<file path="config.mk">
export PLATFORM = sky130hd
export DESIGN_NAME = spi_burst_sensor_reader
export DESIGN_NICKNAME = d
export VERILOG_FILES = /design/src/rtl/spi_burst_sensor_reader.sv
export SDC_FILE = /design/constraint.sdc
export NUM_CORES = 1
export LEC_CHECK = 0
export BUFFER_PORTS_ARGS = -buffer_cell sky130_fd_sc_hd__buf_2
export CORE_MARGIN = 3
export CORE_UTILIZATION = 60
export CTS_CLUSTER_DIAMETER = 200
export DETAILED_ROUTE_END_ITERATION = 8
export MAX_ROUTING_LAYER = met4
export PLACE_DENSITY_LB_ADDON = 0.25
export SYNTH_ARGS = -nofsm -noshare
export SYNTH_HDL_FRONTEND = slang
export SYNTH_SLANG_ARGS = --single-unit
</file>
<file path="constraint.sdc">
create_clock -name clk_SPI -period 3.6 [get_ports clk_SPI]
set_input_delay 0.36 -clock clk_SPI [delete_from_list [all_inputs] [get_ports clk_SPI]]
set_output_delay 0.36 -clock clk_SPI [all_outputs]
set_load 0.05 [all_outputs]
</file>
<file path="src/rtl/spi_burst_sensor_reader.sv">
// SPI-master poller for ADXL362-class sensors: one config write after reset,
// then repeated burst reads of N_CH 16-bit channels published with valid/ack.
module spi_burst_sensor_reader #(
  parameter int          CLK_DIV   = 4,
  parameter int          N_CH      = 3,
  parameter int          DATA_W    = 12,
  parameter logic [7:0]  BASE_ADDR = 8'h0E,
  parameter logic [7:0]  CFG_ADDR  = 8'h2D,
  parameter logic [7:0]  CFG_DATA  = 8'h02,
  parameter int          IDLE_CYC  = 16
) (
  input  logic                     clk_SPI,
  input  logic                     reset,
  input  logic                     enable,
  input  logic                     MISO,
  output logic                     SCLK,
  output logic                     MOSI,
  output logic                     n_CS,
  output logic [N_CH*DATA_W-1:0]   samples,
  output logic                     sample_valid,
  input  logic                     sample_ack,
  output logic                     overrun,
  output logic                     cfg_done,
  output logic                     busy
);

  localparam int TXW = 16 + 16 * N_CH;
  localparam int RXW = 16 * N_CH;
  localparam logic [15:0] DIV_M1 = 16'(CLK_DIV - 1);
  localparam logic [15:0] GAP_M1 = 16'(IDLE_CYC - 1);
  localparam logic [7:0]  LAST_RD  = 8'(TXW - 1);
  localparam logic [7:0]  LAST_CFG = 8'd23;
  localparam logic [TXW-1:0] CFG_HDR =
    {8'h0A, CFG_ADDR, CFG_DATA, {(TXW-24){1'b0}}};
  localparam logic [TXW-1:0] RD_HDR =
    {8'h0B, BASE_ADDR, {(TXW-16){1'b0}}};

  typedef enum logic [2:0] {
    S_IDLE, S_START, S_SHIFT, S_HOLD, S_GAP
  } state_t;

  state_t r_state, w_next;

  logic [15:0]            r_cnt;
  logic [7:0]             r_bit;
  logic [TXW-1:0]         r_tx;
  logic [RXW-1:0]         r_rx;
  logic                   r_sclk;
  logic                   r_cfg_done;
  logic                   r_valid;
  logic                   r_ovr;
  logic [N_CH*DATA_W-1:0] r_samples;

  logic                   w_tick;
  logic                   w_last;
  logic                   w_rise;
  logic                   w_fall;
  logic                   w_round_done;
  logic                   w_load;
  logic [N_CH*DATA_W-1:0] w_round;
  logic                   w_unused_ok;

  always_comb begin
    w_next = r_state;
    w_tick = 1'b0;
    w_last = (r_bit == (r_cfg_done ? LAST_RD : LAST_CFG));
    unique case (r_state)
      S_IDLE: begin
        if (enable) w_next = S_START;
      end
      S_START: begin
        w_tick = (r_cnt == DIV_M1);
        if (w_tick) w_next = S_SHIFT;
      end
      S_SHIFT: begin
        w_tick = (r_cnt == DIV_M1);
        if (w_tick && r_sclk && w_last) w_next = S_HOLD;
      end
      S_HOLD: begin
        w_tick = (r_cnt == DIV_M1);
        if (w_tick) w_next = S_GAP;
      end
      S_GAP: begin
        w_tick = (r_cnt == GAP_M1);
        if (w_tick) w_next = enable ? S_START : S_IDLE;
      end
      default: w_next = S_IDLE;
    endcase
  end

  assign w_rise = w_tick && ((r_state == S_START) ||
                  (r_state == S_SHIFT && !r_sclk));
  assign w_fall = w_tick && (r_state == S_SHIFT) && r_sclk;
  assign w_round_done = w_tick && (r_state == S_HOLD) && r_cfg_done;
  assign w_load = (w_next == S_START) && (r_state != S_START);

  // byte 2k is the low byte of channel k; bytes arrive first-at-top
  for (genvar k = 0; k < N_CH; k++) begin : g_ch
    assign w_round[k*DATA_W +: DATA_W] = DATA_W'({
      r_rx[RXW-9-16*k -: 8],
      r_rx[RXW-1-16*k -: 8]});
  end

  assign w_unused_ok = ^r_rx;

  always_ff @(posedge clk_SPI) begin
    if (!reset) begin
      r_state    <= S_IDLE;
      r_cnt      <= '0;
      r_bit      <= '0;
      r_tx       <= '0;
      r_rx       <= '0;
      r_sclk     <= 1'b0;
      r_cfg_done <= 1'b0;
      r_valid    <= 1'b0;
      r_ovr      <= 1'b0;
      r_samples  <= '0;
    end else begin
      r_state <= w_next;
      if (w_tick || r_state == S_IDLE)
        r_cnt <= '0;
      else
        r_cnt <= r_cnt + 1'b1;

      if (w_load) begin
        r_tx  <= r_cfg_done ? RD_HDR : CFG_HDR;
        r_bit <= '0;
      end

      if (w_rise) begin
        r_sclk <= 1'b1;
        if (r_cfg_done && r_bit >= 8'd16)
          r_rx <= {r_rx[RXW-2:0], MISO};
      end

      if (w_fall) begin
        r_sclk <= 1'b0;
        r_tx   <= r_tx << 1;
        r_bit  <= r_bit + 1'b1;
      end

      if (w_tick && r_state == S_HOLD && !r_cfg_done)
        r_cfg_done <= 1'b1;

      // a completing round wins over a plain ack
      if (w_round_done) begin
        r_samples <= w_round;
        r_valid   <= 1'b1;
        if (r_valid && !sample_ack)
          r_ovr <= 1'b1;
        else if (sample_ack)
          r_ovr <= 1'b0;
      end else if (sample_ack) begin
        r_valid <= 1'b0;
        r_ovr   <= 1'b0;
      end
    end
  end

  assign busy         = (r_state == S_START) ||
                        (r_state == S_SHIFT) ||
                        (r_state == S_HOLD);
  assign n_CS         = !busy;
  assign SCLK         = r_sclk;
  assign MOSI         = r_tx[TXW-1];
  assign samples      = r_samples;
  assign sample_valid = r_valid;
  assign overrun      = r_ovr;
  assign cfg_done     = r_cfg_done;

endmodule

</file>
==> report_table.html <==
<table>
<tr><th>Metric</th><th>Value</th></tr>
<tr><th colspan="2">Global route</th></tr>
<tr><td>Number of antenna violations at the first check in global routing</td><td>0</td></tr>
<tr><td>First-pass GRT wire length</td><td>18100 um</td></tr>
<tr><td>Global Route Usage Sum</td><td>0.232</td></tr>
<tr><td>Via count of the first global-routing pass</td><td>3981</td></tr>
<tr><td>Largest net degree at the start of global routing</td><td>60</td></tr>
<tr><td>Total grt overflow</td><td>0</td></tr>
<tr><th colspan="2">Worst hold path</th></tr>
<tr><td>Endpoint of the worst hold path</td><td>overrun</td></tr>
<tr><td>Hold WC Path Type</td><td>in -&gt; reg</td></tr>
<tr><td>Launch point of the worst hold path</td><td>sample_ack</td></tr>
<tr><td>Worst hold stages</td><td>2</td></tr>
<tr><th colspan="2">Route</th></tr>
<tr><td>Detailed-route via count</td><td>4264</td></tr>
<tr><td>Routed wire per std cell</td><td>13.7 um</td></tr>
<tr><td>Number of search-and-repair iterations in the first detailed-routing pass</td><td>4</td></tr>
<tr><td>Antenna-violating nets left</td><td>0</td></tr>
<tr><td>Number of DRC violations after detailed-routing iteration 0</td><td>201</td></tr>
<tr><td>Average vias per placed instance</td><td>5.50</td></tr>
<tr><td>DRC violations left</td><td>0</td></tr>
<tr><td>Sum of routed wire length over all layers</td><td>10600 um</td></tr>
<tr><th colspan="2">Logic synthesis</th></tr>
<tr><td>Most frequently used flop master after synthesis</td><td>dfxtp_1</td></tr>
<tr><td>Number of flops mapped to enable cells by yosys</td><td>0</td></tr>
<tr><td>Yosys reg bits</td><td>138</td></tr>
<tr><td>Biggest area contributors in the synthesized netlist</td><td>dfxtp_1 53%, nand2_1 14%, a21oi_1 8.7%</td></tr>
<tr><td>Fraction of synthesis flops using an asynchronous set or reset pin</td><td>0</td></tr>
<tr><td>Post-synthesis instance area</td><td>0.00523 mm2</td></tr>
<tr><td>Dominant cell type by area after synthesis</td><td>dfxtp_1</td></tr>
<tr><td>Count of unique library cells instantiated by Yosys</td><td>43</td></tr>
<tr><td>Fraction of post-synthesis cell area in the top cell type by area</td><td>0.529</td></tr>
<tr><td>Average instance area after synthesis</td><td>8.37 um2</td></tr>
<tr><td>Sequential fraction of the synthesis area</td><td>0.529</td></tr>
<tr><td>Synthesis warning total</td><td>0</td></tr>
<tr><td>Net Count, Synth</td><td>632</td></tr>
<tr><td>Gate Count Post-Synth</td><td>624</td></tr>
<tr><th colspan="2">Critical path</th></tr>
<tr><td>Reg2Reg Setup Slack</td><td>0.86 ns</td></tr>
<tr><td>Reg2Reg Launch Point</td><td>r_cnt[0]</td></tr>
<tr><td>Cell depth of the worst flop-to-flop path</td><td>6</td></tr>
<tr><td>Class of the most critical setup path</td><td>reg -&gt; reg</td></tr>
<tr><td>Peak fanout along the critical path</td><td>26</td></tr>
<tr><td>Data arrival at the endpoint of the critical path</td><td>3.19 ns</td></tr>
<tr><td>Startpoint type of the worst setup path</td><td>register</td></tr>
<tr><td>Capturing point of the worst reg2reg path</td><td>r_tx[51]</td></tr>
<tr><td>Critical path capture point type</td><td>register</td></tr>
<tr><td>CP Data Required Time</td><td>4.05 ns</td></tr>
<tr><th colspan="2">Clock network</th></tr>
<tr><td>Largest buffer count on any clock path</td><td>2</td></tr>
<tr><td>CTS buffer count</td><td>17</td></tr>
<tr><td># resized after CTS</td><td>0</td></tr>
<tr><td>Number of setup buffers added after CTS</td><td>0</td></tr>
<tr><td>TritonCTS clock tree</td><td>yes</td></tr>
<tr><td>CTS Hold Buffers Added</td><td>0</td></tr>
<tr><td>Clock latency reported for the late side of the worst-skew pair</td><td>0.51 ns</td></tr>
<tr><td>Total number of H-tree levels</td><td>4</td></tr>
<tr><td>Clock transition at the register clock pins on the worst setup and hold paths after CTS</td><td>0.06 ns</td></tr>
<tr><td>Clock net sink count</td><td>138</td></tr>
<tr><td>Clock root buffer</td><td>clkbuf_8</td></tr>
<tr><th colspan="2">Pwr</th></tr>
<tr><td>Internal power</td><td>2.49 mW</td></tr>
<tr><td>Switching Fraction</td><td>0.231</td></tr>
<tr><td>Worst vdd rail ir drop</td><td>0.409 mV</td></tr>
<tr><td>Clock power share</td><td>0.500</td></tr>
<tr><td>Areal power density over the cells</td><td>540 mW/mm2</td></tr>
<tr><td>Leakage</td><td>2.14 nW</td></tr>
<tr><td>Switching pwr</td><td>748 uW</td></tr>
<tr><td>Portion of total power attributed to combinational logic</td><td>0.022</td></tr>
<tr><td>Register share of total power</td><td>0.477</td></tr>
<tr><th colspan="2">Floorplanning</th></tr>
<tr><td>Die area</td><td>0.00986 mm2</td></tr>
<tr><td>Starting density of the core</td><td>0.626</td></tr>
<tr><td>Standard-cell rows</td><td>33</td></tr>
<tr><td>Width of the chip</td><td>99.3 um</td></tr>
<tr><td>I/O pin count</td><td>48</td></tr>
<tr><td>Die Height</td><td>99.3 um</td></tr>
<tr><td>Standard cell core area</td><td>0.00834 mm2</td></tr>
<tr><th colspan="2">Cells and area</th></tr>
<tr><td>Post-layout instance count excluding filler cells</td><td>775</td></tr>
<tr><td>Total Nets Final</td><td>665</td></tr>
<tr><td>Leading cell types in the layout, fill and taps excluded</td><td>194 x nand2_1, 138 x dfxtp_1, 91 x a21oi_1, 47 x buf_2, 32 x nor2_1</td></tr>
<tr><td>Share of layout cells above drive strength 1</td><td>0.152</td></tr>
<tr><td>Antenna cells</td><td>0</td></tr>
<tr><td>Most frequent standard cell in the layout excluding fill and tap cells</td><td>nand2_1</td></tr>
<tr><td>Signed area change from the synthesized netlist to the final layout</td><td>14.8%</td></tr>
<tr><th colspan="2">STA</th></tr>
<tr><td>Number of hold-slack violations in the final timing report</td><td>0</td></tr>
<tr><td>Unrepaired setup endpoints after global routing</td><td>no</td></tr>
<tr><td>Maximum clock frequency</td><td>365 MHz</td></tr>
<tr><td>Final critical delay including setup and external delays</td><td>2.74 ns</td></tr>
<tr><td>Final number of max-transition violations</td><td>0</td></tr>
<tr><td>Clock tree skew after final layout</td><td>0.00723 ns</td></tr>
<tr><td>Worst slew pin tran</td><td>1.02 ns</td></tr>
<tr><td>Final clock period utilization by the worst path</td><td>0.761</td></tr>
<tr><td>Slew HR</td><td>0.320</td></tr>
<tr><td>Final setup TNS</td><td>0 ns</td></tr>
<tr><td>Setup Viol. Count Final</td><td>0</td></tr>
<tr><th colspan="2">Place</th></tr>
<tr><td>Number of instances in the placed design</td><td>743</td></tr>
<tr><td>Count of buffers inserted at the top-level ports</td><td>47</td></tr>
<tr><td>DPL Wire Length</td><td>6330 um</td></tr>
<tr><td>RD Place Congestion</td><td>0.885</td></tr>
<tr><th colspan="2">Flow run</th></tr>
<tr><td>Count of maximum capacitance violations</td><td>0</td></tr>
<tr><th colspan="2">Run status</th></tr>
<tr><td>Status</td><td>complete, no violations</td></tr>
</table>
cells in the mapped netlist (3+ instances only):
library cell	count
a21oi_1	91
nand3_1	15
buf_2	7
nand2_1	194
ha_1	3
buf_4	6
and3_1	4
o221a_2	6
xnor2_1	13
o22ai_1	11
nor3_1	8
nor3b_1	3
o21ai_0	7
nand4_1	9
nor4_4	3
and4_1	3
clkbuf_1	23
dfxtp_1	138
nor2_1	32
o21a_1	5
xor2_1	4
inv_1	10
buf_6	3
metal layers:
layer | routed length [um] | vias to the layer above | track usage | share of wire
li1 | - | 2162 | - | -
met1 | 4870 | 1983 | 0.296 | 0.46
met2 | 5120 | 102 | 0.364 | 0.48
met3 | 486 | 17 | 0.0498 | 0.046
met4 | 134 | 0 | 0.0861 | 0.013
met5 | 0 | - | - | 0
logic make-up after synthesis:
family,after synthesis,synth area share
and+or+nand+nor,282,0.237
adders and majority gates,3,0.00718
xor gates and xnor gates,17,0.0285
DFF,138,0.529
buffers and inverters,50,0.0462
AOI/OAI and AO/OA,134,0.152
worst max-delay path, cell delays in order, from the launching register on:
cell     delay, ns
dfxtp_1       0.36
ha_1          0.23
nor3b_1       0.40
nand4_2       0.24
or2_1         0.59
nand2_2       0.55
o221a_2       0.29
power by group through the flow:
stage / clock network (mW) / registers [mW] / logic (mW)
floorplan: 0 / 1.58 / 0.0576
global placement: 0 / 1.58 / 0.0691
detailed placement: 0 / 1.58 / 0.0717
CTS: 1.64 / 1.54 / 0.0723
global route: 1.71 / 1.55 / 0.0784
finish: 1.62 / 1.54 / 0.0725
area by class of cell:
type | instances | area [um2]
Timing Repair Buffer | 53 | 280
Tap cell | 105 | 131
Clock buffer | 18 | 418
Multi-Input combinational cell | 436 | 2230
Sequential cell | 138 | 2760
Fill cell | 618 | 2340
Inverter | 11 | 41.3
Clock inverter | 14 | 136
per-stage QoR:
stage | hold WS, ns | setup slack, ns | util | power, mW | area (um2)
floorplan | 0.426 | 0.841 | - | 1.63 | 5230
global placement | 0.437 | 1.01 | 0.653 | 1.65 | 5440
detailed placement | 0.440 | 0.894 | 0.653 | 1.65 | 5440
CTS | 0.00755 | 0.879 | 0.719 | 3.26 | 6000
global route | 0.0139 | 0.595 | 0.719 | 3.34 | 6000
finish | 0.0222 | 0.859 | 0.719 | 3.24 | 6000
worst max-delay path by stage:
stage / start / to / slack [ns] / depth (start not counted)
final: r_cnt[0] / r_tx[51] / 0.86 / 6
after global routing: r_cnt[0] / r_tx[51] / 0.60 / 6
after CTS: r_cnt[0] / r_tx[51] / 0.88 / 6
after detailed placement: r_cnt[0] / r_tx[51] / 0.89 / 6
after global placement: r_cnt[0] / r_tx[50] / 1.01 / 6
after floorplan: r_state[1] / r_rx[27] / 0.84 / 9
state kept, by name (all words and copies together) (netlist names):
signal and flops:
samples 36, r_state 3, cfg_done 1, sample_valid 1, r_tx 23, r_cnt 16, r_bit 8, SCLK 1
overrun 1, r_rx 48
Power figures use the tool's default switching activity.
